### src/rtl/multiply_unit_pkg.sv
// Shared definitions for the iterative HI/LO multiply unit: operation codes,
// widths, controller states and the operand magnitude helper.
package multiply_unit_pkg;

    localparam int MUL_DATA_W = 32;
    localparam int MUL_ITERS  = 32;
    localparam int MUL_CNT_W  = $clog2(MUL_ITERS);

    typedef enum logic [1:0] {
        MUL_MULT  = 2'b00,
        MUL_MULTU = 2'b01,
        MUL_MADD  = 2'b10,
        MUL_MSUB  = 2'b11
    } mul_op_e;

    typedef enum logic {
        ST_IDLE = 1'b0,
        ST_BUSY = 1'b1
    } mul_state_e;

    // One extra bit so that -2^31 becomes +2^31 without wrapping.
    function automatic logic [MUL_DATA_W:0] magnitude(input logic [MUL_DATA_W-1:0] v,
                                                       input logic is_signed);
        logic [MUL_DATA_W:0] ext;
        ext = {is_signed & v[MUL_DATA_W-1], v};
        return ext[MUL_DATA_W] ? (~ext + 1'b1) : ext;
    endfunction

endpackage

### src/rtl/mul_datapath.sv
// Radix-2 shift-add multiplier core: captures operand magnitudes on load,
// adds one partial product per step, presents the signed result of the current step.
module mul_datapath
    import multiply_unit_pkg::*;
#(
    parameter int DATA_W = MUL_DATA_W
) (
    input  logic                       clk,
    input  logic                       reset,
    input  logic                       load,
    input  logic                       step,
    input  logic                       is_signed,
    input  logic [DATA_W-1:0]          a,
    input  logic [DATA_W-1:0]          b,
    output logic signed [2*DATA_W-1:0] product
);

    logic [DATA_W:0]          a_mag;
    logic [DATA_W:0]          b_mag;
    logic [2*DATA_W-1:0]      mcand_p0;
    logic [DATA_W:0]          mplier_p0;
    logic [2*DATA_W-1:0]      partial_p0;
    logic                     neg_p0;
    logic [2*DATA_W-1:0]      partial_next;

    function automatic logic signed [2*DATA_W-1:0] apply_sign(input logic [2*DATA_W-1:0] mag,
                                                              input logic neg);
        return neg ? $signed(~mag + 1'b1) : $signed(mag);
    endfunction

    assign a_mag = magnitude(a, is_signed);
    assign b_mag = magnitude(b, is_signed);

    assign partial_next = partial_p0 + (mplier_p0[0] ? mcand_p0 : '0);

    // Stage p0: iteration registers, advanced once per step.
    always_ff @(posedge clk) begin
        if (reset) begin
            partial_p0 <= '0;
        end else if (load) begin
            partial_p0 <= '0;
            mcand_p0   <= {{(DATA_W-1){1'b0}}, a_mag};
            mplier_p0  <= b_mag;
            neg_p0     <= is_signed & (a[DATA_W-1] ^ b[DATA_W-1]);
        end else if (step) begin
            partial_p0 <= partial_next;
            mcand_p0   <= mcand_p0 << 1;
            mplier_p0  <= mplier_p0 >> 1;
        end
    end

    // The final step's sum is consumed directly so the commit needs no extra cycle.
    assign product = apply_sign(partial_next, neg_p0);

endmodule

### src/rtl/multiply_unit.sv
// Multi-cycle MULT/MULTU/MADD/MSUB unit owning the architectural HI/LO registers;
// a two-state controller sequences the shift-add datapath and commits on the last step.
module multiply_unit
    import multiply_unit_pkg::*;
(
    input  logic                  Clk,
    input  logic                  Reset,
    input  logic                  Start,
    input  logic [1:0]            Op,
    input  logic [MUL_DATA_W-1:0] A,
    input  logic [MUL_DATA_W-1:0] B,
    input  logic                  HiWrite,
    input  logic                  LoWrite,
    input  logic [MUL_DATA_W-1:0] WData,
    output logic                  Busy,
    output logic                  Done,
    output logic [MUL_DATA_W-1:0] Hi,
    output logic [MUL_DATA_W-1:0] Lo
);

    localparam int DATA_W = MUL_DATA_W;

    mul_state_e                  state;
    logic [MUL_CNT_W-1:0]        count;
    mul_op_e                     op_p0;
    logic                        load;
    logic                        step;
    logic                        last;
    logic signed [2*DATA_W-1:0]  product;
    logic signed [2*DATA_W-1:0]  acc;
    logic signed [2*DATA_W-1:0]  commit_val;

    assign load = (state == ST_IDLE) && Start;
    assign step = (state == ST_BUSY);
    assign last = (count == MUL_CNT_W'(MUL_ITERS - 1));

    mul_datapath #(
        .DATA_W (DATA_W)
    ) u_datapath (
        .clk       (Clk),
        .reset     (Reset),
        .load      (load),
        .step      (step),
        .is_signed (mul_op_e'(Op) != MUL_MULTU),
        .a         (A),
        .b         (B),
        .product   (product)
    );

    // Accumulating ops read HI:LO as it stands at the commit edge.
    assign acc = $signed({Hi, Lo});

    always_comb begin
        commit_val = product;
        case (op_p0)
            MUL_MADD: commit_val = acc + product;
            MUL_MSUB: commit_val = acc - product;
            default:  commit_val = product;
        endcase
    end

    // Stage p0: controller, iteration count and architectural HI/LO.
    always_ff @(posedge Clk) begin
        if (Reset) begin
            state <= ST_IDLE;
            count <= '0;
            Done  <= 1'b0;
            Hi    <= '0;
            Lo    <= '0;
        end else begin
            Done <= 1'b0;
            case (state)
                ST_IDLE: begin
                    if (Start) begin
                        op_p0 <= mul_op_e'(Op);
                        count <= '0;
                        state <= ST_BUSY;
                    end else begin
                        if (HiWrite) Hi <= WData;
                        if (LoWrite) Lo <= WData;
                    end
                end
                ST_BUSY: begin
                    count <= count + 1'b1;
                    if (last) begin
                        {Hi, Lo} <= commit_val;
                        Done     <= 1'b1;
                        state    <= ST_IDLE;
                    end
                end
                default: state <= ST_IDLE;
            endcase
        end
    end

    assign Busy = (state == ST_BUSY);

endmodule

### config.mk
export PLATFORM = sky130hd
export DESIGN_NAME = multiply_unit
export DESIGN_NICKNAME = d
export VERILOG_FILES = /design/src/rtl/multiply_unit_pkg.sv /design/src/rtl/mul_datapath.sv /design/src/rtl/multiply_unit.sv
export SDC_FILE = /design/constraint.sdc
export NUM_CORES = 1
export LEC_CHECK = 0
export ABC_AREA = 1
export BUFFER_PORTS_ARGS = -buffer_cell sky130_fd_sc_hd__buf_4
export CELL_PAD_IN_SITES_DETAIL_PLACEMENT = 0
export CELL_PAD_IN_SITES_GLOBAL_PLACEMENT = 2
export CORE_MARGIN = 1
export CORE_UTILIZATION = 30
export CTS_CLUSTER_DIAMETER = 30
export DETAILED_ROUTE_END_ITERATION = 12
export PLACE_DENSITY = 0.83
export SKIP_CTS_REPAIR_TIMING = 1
export SYNTH_ARGS = -nofsm -noshare
export SYNTH_HDL_FRONTEND = slang
export SYNTH_SLANG_ARGS = --single-unit
### constraint.sdc
create_clock -name Clk -period 5.9 [get_ports Clk]
set_input_delay 0.295 -clock Clk [delete_from_list [all_inputs] [get_ports Clk]]
set_output_delay 0.295 -clock Clk [all_outputs]
set_load 0.01 [all_outputs]
# [Word-level counts from Yosys, hierarchy flattened]
# Cells that the tools add are included.
[op_classes] n_addsub=7 n_eq_ne=9 mux=23 n_bitwise=9 n_reduce_logical=9
[ops] cell="$mux W32" count=6
[ops] cell="$mux W64" count=3
[ops] cell="$mux W33" count=5
[ops] cell="$add A64 B64 Y64" count=2
[ops] cell="$pmux W32 S2" count=2
[ops] cell="$pmux W64 S2" count=1
[ops] cell="$add A33 B1 Y33 const B" count=2
[ops] cell="$not A33 Y33" count=2
[ops] cell="$add A64 B1 Y64 const B" count=1
[ops] cell="$not A64 Y64" count=1
[ops] cell="$sub A64 B64 Y64" count=1
[ops] cell="$pmux W5 S2" count=1
[ops] cell="$reduce_and A3 Y1" count=3
[ops] cell="$ne A2 B2 Y1 const B" count=4
[ops] cell="$add A5 B1 Y5 const B" count=1
[ops] cell="$eq A5 B5 Y1 const B" count=1
[ops] cell="$mux W5" count=1
[ops] cell="$eq A2 B2 Y1 const B" count=2
[ops] cell="$ne A2 B1 Y1 const B" count=2
[ops] cell="$reduce_and A2 Y1" count=2
[ops] cell="$reduce_or A2 Y1" count=2
[ops] cell="$and A1 B1 Y1" count=3
[ops] cell="$mux W1" count=3
[ops] cell="$not A1 Y1" count=2
[ops] cell="other kinds (4)" count=4
[word_totals] reg_bits=235 inputBits=103 out_inout_bits=66 elab_cells=68

# [Logic depth before layout (Yosys ltp)]
[depth] word_depth=9 mapped_depth=54 depth_no_buf=52

# [Cells and area by module]
# A second synthesis with hierarchy kept.
[unflattened] cells_unflattened=4957 hier_area_um2=27740.4
[modules_own_cells] module="mul_datapath" instances=1 cells_per_inst=2790 area_per_inst_um2=16463.3 seq_area_each_um2=4224.1
[modules_own_cells] module="multiply_unit" instances=1 cells_per_inst=2167 area_per_inst_um2=11277.1 seq_area_each_um2=1481.4

# [Worst setup path before layout]
# No wires, ideal clock.
[synth_path] path_kind="flip-flop to flip-flop" from="reg u_datapath.mplier_p0[0]" to="reg Hi[25]" setup_time_ps=74 arrival_time_ps=5987 required_ps=5826 setup_slack_ps=-161 stages_incl_launch_ff=46 n_path_buf=2 synth_period_minus_slack_ps=6061 path_cell_list="edfxtp_1 -> clkbuf_1 -> clkbuf_1 -> nand2_1 -> inv_1 -> ha_1 -> inv_1 -> fa_1 -> ha_1 -> nand2_1 -> o21ai_0 -> inv_1 -> ha_1 -> nor3b_1 -> nand2_1 -> nor2_1 -> nand2_1 -> nor2_1 -> (+10 left out) -> xor2_1 -> ha_1 -> nand2_1 -> nor2_1 -> inv_1 -> nor3_1 -> inv_1 -> nor4_1 -> nand3_1 -> o2111ai_1 -> nand3_1 -> o211ai_1 -> nand3_1 -> o211ai_1 -> a21oi_1 -> o21ai_0 -> o211ai_1 -> a31oi_1"
[synth_via] elab_chain_cells=9 word_cells_on_any_way=10 classes_between="4 x add/sub; 5 x mux; 1 x bitwise"
[synth_rtl] element="start, declared" line="mul_datapath.sv:21" text="logic [DATA_W:0] mplier_p0;"
[synth_rtl] element="start signal, assigned" line="mul_datapath.sv:43" text="mplier_p0 <= b_mag;"
[synth_rtl] element="start signal, assigned" line="mul_datapath.sv:48" text="mplier_p0 <= mplier_p0 >> 1;"
[synth_rtl] element="$mux W64 (*)" line="mul_datapath.sv:34" text="assign partial_next = partial_p0 + (mplier_p0[0] ? mcand_p0 : '0);"
[synth_rtl] element="$add A64 B64 Y64 (*)" line="mul_datapath.sv:34"
[synth_rtl] element="$not A64 Y64" line="mul_datapath.sv:28" text="return neg ? $signed(~mag + 1'b1) : $signed(mag);"
[synth_rtl] element="$add A64 B1 Y64" line="mul_datapath.sv:28"
[synth_rtl] element="$mux W64 (*)" line="mul_datapath.sv:28"
[synth_rtl] element="$sub A64 B64 Y64 / $add A64 B64 Y64 (equally long branches)" line="multiply_unit.sv:57, multiply_unit.sv:56"
[synth_rtl] element="$pmux W64 S2 (*)" line="multiply_unit.sv:55" text="case (op_p0)"
[synth_rtl] element="$mux W32 (*)" line="multiply_unit.sv:85" text="if (last) begin"
[synth_rtl] element="$pmux W32 S2 (*)" line="multiply_unit.sv:72" text="case (state)"
[synth_rtl] element="end signal, assigned" line="multiply_unit.sv:79" text="if (HiWrite) Hi <= WData;"
[synth_rtl] element="end signal, assigned" line="multiply_unit.sv:86" text="{Hi, Lo} <= commit_val;"
[synth_rtl] element="end, declared" line="multiply_unit.sv:17" text="output logic [MUL_DATA_W-1:0] Hi,"
# Mark *: on every way between the ends. The rest lies on a longest branch, timed or not. The select of a mux whose other input is x is not followed.
# A chain may end at the register's enable or synchronous reset.

# [Worst setup path after layout]
[layout_path] from="reg u_datapath.mplier_p0[0]" to="reg Hi[18]"
# Same word-level chain as after synthesis.

==> impl_metrics.tcl <==
set metrics [dict create \
    status "finished, violations left" \
    violations "negative setup slack" \
    dieArea_um2 88820 \
    hold_class "primary input to flop" \
    clock_latency_ps 630 \
    peakVddDrop_uv 192.3 \
    final_cell_area_um2 43380 \
    yosys_warnings 0 \
    wl_per_cell_um 16.84 \
    synthSimpleGateAreaFrac_pct 38.29 \
    reg2reg_depth 44 \
    crit_type "flop to flop" \
    p_per_area_nw_per_um2 244.6 \
    finClkSkew_ps 40.13 \
    worst_slew_pin_slew_ps 988.9 \
    cts.sinks 235 \
    synth_top_family_by_area "simple AND/OR/NAND/NOR gates" \
    maxSlewViolCount 0 \
    synth_fa_ha_area_share_pct 6.434 \
    maxCapViolations 0 \
    fmax_mhz 157.6 \
    drc 0 \
    dpl_worst_slack_ps -1232 \
    clk_pin_slew_ps 40 \
    cp.required_ps 6440 \
    die_w_um 298.0 \
    utilization_pct 50.00 \
    drtIter0Drc 1841 \
    ant_nets 0 \
    rsz0062_at_grt "yes" \
    pin_count 169 \
    synth.distinct_cells 57 \
    start_util_pct 30.30 \
    whs_ps 8.404 \
    synth_edf_count 100 \
    async_reset_ff_share_pct 0 \
    p_leak_uw 0.02224 \
    slowest_stage "edfxtp_1" \
    muxShareOfSynthArea_pct 0 \
    use_met1_pct 34.39 \
    gp_congestion 0.9333 \
    syn_to_final_growth_pct 64.99 \
    syn_avg_cell_area_um2 5.792 \
    synth_seq_cells 235 \
    drive_above_1_share_pct 37.95 \
    busiest_layer "met2" \
    yosys_most_used_dff "dfxtp_1" \
    synthXorXnorAreaFrac_pct 5.354 \
    final_cell_mix "nand2_1, buf_4, inv_1, nor2_1, nand2_2" \
    seq_area_frac_synth_pct 21.70 \
    syn_nets 4776 \
    htree_levels 3 \
    r2r_slack_ps -450 \
    finalHoldViolCount 0 \
    cts_tree "built" \
    fin_ws_ps -446.1 \
    start_kind "flop" \
    synth.cell_area_um2 26290 \
    rows 108 \
    overflow 0 \
    track_usage_pct 25.16 \
    final_common_cell "nand2_1" \
    dp_hpwl_um 94820 \
    fp.dieH_um 298.0 \
    worstSetupEndpointType "flop" \
    core_area_um2 86750 \
    slowest_delay_ps 370 \
    nets 5990 \
    fill_cells 9012 \
    grt_pass1_wl_um 173000 \
    grt_antenna_before_repair 0 \
    grt_util_met2_pct 40.58 \
    min_period_ps 6346 \
    grt_use_met3_pct 2.421 \
    netlist_instances 4539 \
    routed_wl_um 117400 \
    dr.pass1.iters 5 \
    worstHoldPathCells 3 \
    grt_max_degree 113 \
    synth_compound_area_share_pct 15.35 \
    cts_buffer_depth 3 \
    numCtsBuffers 75 \
    finalSetupViolations 24 \
    place_area_um2 35900 \
    slew_headroom_pct 34.07 \
    grt_pass1_vias 30763 \
    vias_per_cell 4.682 \
    cp_max_fo 6 \
    root_buffer "clkbuf_16" \
    portBuffers 168 \
    routed-via-count 32642 \
    fin_crit_sh_pct 107.6 \
    cp_data_arrival_time_ps 6890 \
]
-- sequential cells by signal, indices dropped and copies added (netlist names) --
signal and flops:
u_datapath.mplier_p0 33, u_datapath.partial_p0 64, Lo 32, u_datapath.mcand_p0 64, count 5, Hi 32, u_datapath.neg_p0 1, Busy 1
op_p0 2, Done 1
-- cell families (layout without fill, tap and decap cells) --
| kind of cell | after synthesis | after routing |
|---|---|---|
| xor gates and xnor gates | 159 | 159 |
| other | 1 | 3 |
| adders and majority gates | 134 | 134 |
| AOI/OAI and AO/OA | 702 | 702 |
| DFF | 235 | 235 |
| buffers and inverters | 899 | 2175 |
| and+or+nand+nor | 2409 | 2409 |
-- through the flow --
stage / instances / total power [uW] / setup TNS, ps
finish: 6972 / 10610 / -6181
detailed placement: 6715 / 5676 / -19520
global placement: 6715 / 5661 / -17860
global route: 6970 / 11170 / -17380
floorplan: 4539 / 3783 / 0
CTS: 6854 / 9847 / -21590
-- synthesized netlist by cell type, drive strengths merged (2+ instances only) --
library cell	count	area, um^2
clkbuf	87	326.6
dfxtp	135	2703
o21bai	8	60.06
a31oi	86	538.0
nor3	50	271.5
o211ai	99	743.2
o221ai	6	52.55
nor3b	8	65.06
o31ai	5	37.54
fa	2	40.04
ha	132	1652
nor2	444	1803
inv	782	2935
a21oi	214	1079
nor4	12	75.07
and2	4	25.02
nand3b	4	30.03
o22ai	3	18.77
xnor2	55	481.7
o21a	8	60.06
nand2	1566	6031
o311ai	3	26.28
buf	23	91.34
nand3	257	1364
edfxtp	100	3003
nand4	50	312.8
or2	13	81.33
o21ai	248	1245
a21o	8	60.06
clkinv	7	26.28
xor2	104	925.9
a21boi	6	45.04
o2111ai	2	17.52
-- where the power goes --
part	total [uW]	switching (uW)	internal [uW]
Sequential	1940	104	1830
Clock	4110	1280	2830
Combinational	4560	2480	2080
Total	10600	3860	6750
-- path summary, 6_finish.rpt --
path / to / start
worst max register to register: Hi[18] / u_datapath.mplier_p0[0]
worst min-delay path: Lo[29] / WData[29]
worst max-delay path: Hi[18] / u_datapath.mplier_p0[0]
worst min register to register: count[3] / count[3]
-- worst max-delay path, delay by kind of cell, from the launching register on --
family	cells	cell delay [ps]
buffers and inverters	12	1360
and+or+nand+nor	22	2660
AOI/OAI and AO/OA	7	1110
xor gates and xnor gates	1	160
adders and majority gates	2	590
DFF	1	370
-- metal layers --
metal / up-vias / share of wire, %
met3: 189 / 3.9
met4: 0 / 3.8
met1: 14822 / 47
met5: - / 0
met2: 680 / 45
li1: 16951 / -
-- area by class of cell --
cell class / count / area [um^2] / area share (%)
multi-input cells: 3405 / 20970 / 48.33
repair buffers: 1247 / 9653 / 22.25
flip-flops and latches: 235 / 5709 / 13.16
inverters: 789 / 2974 / 6.856
clock buffers: 105 / 2171 / 5.005
well taps: 1155 / 1445 / 3.332
clock inverters: 34 / 454.2 / 1.047
diodes: 2 / 5.005 / 0.01154
Note: power is estimated with default switching activity, not from simulation.
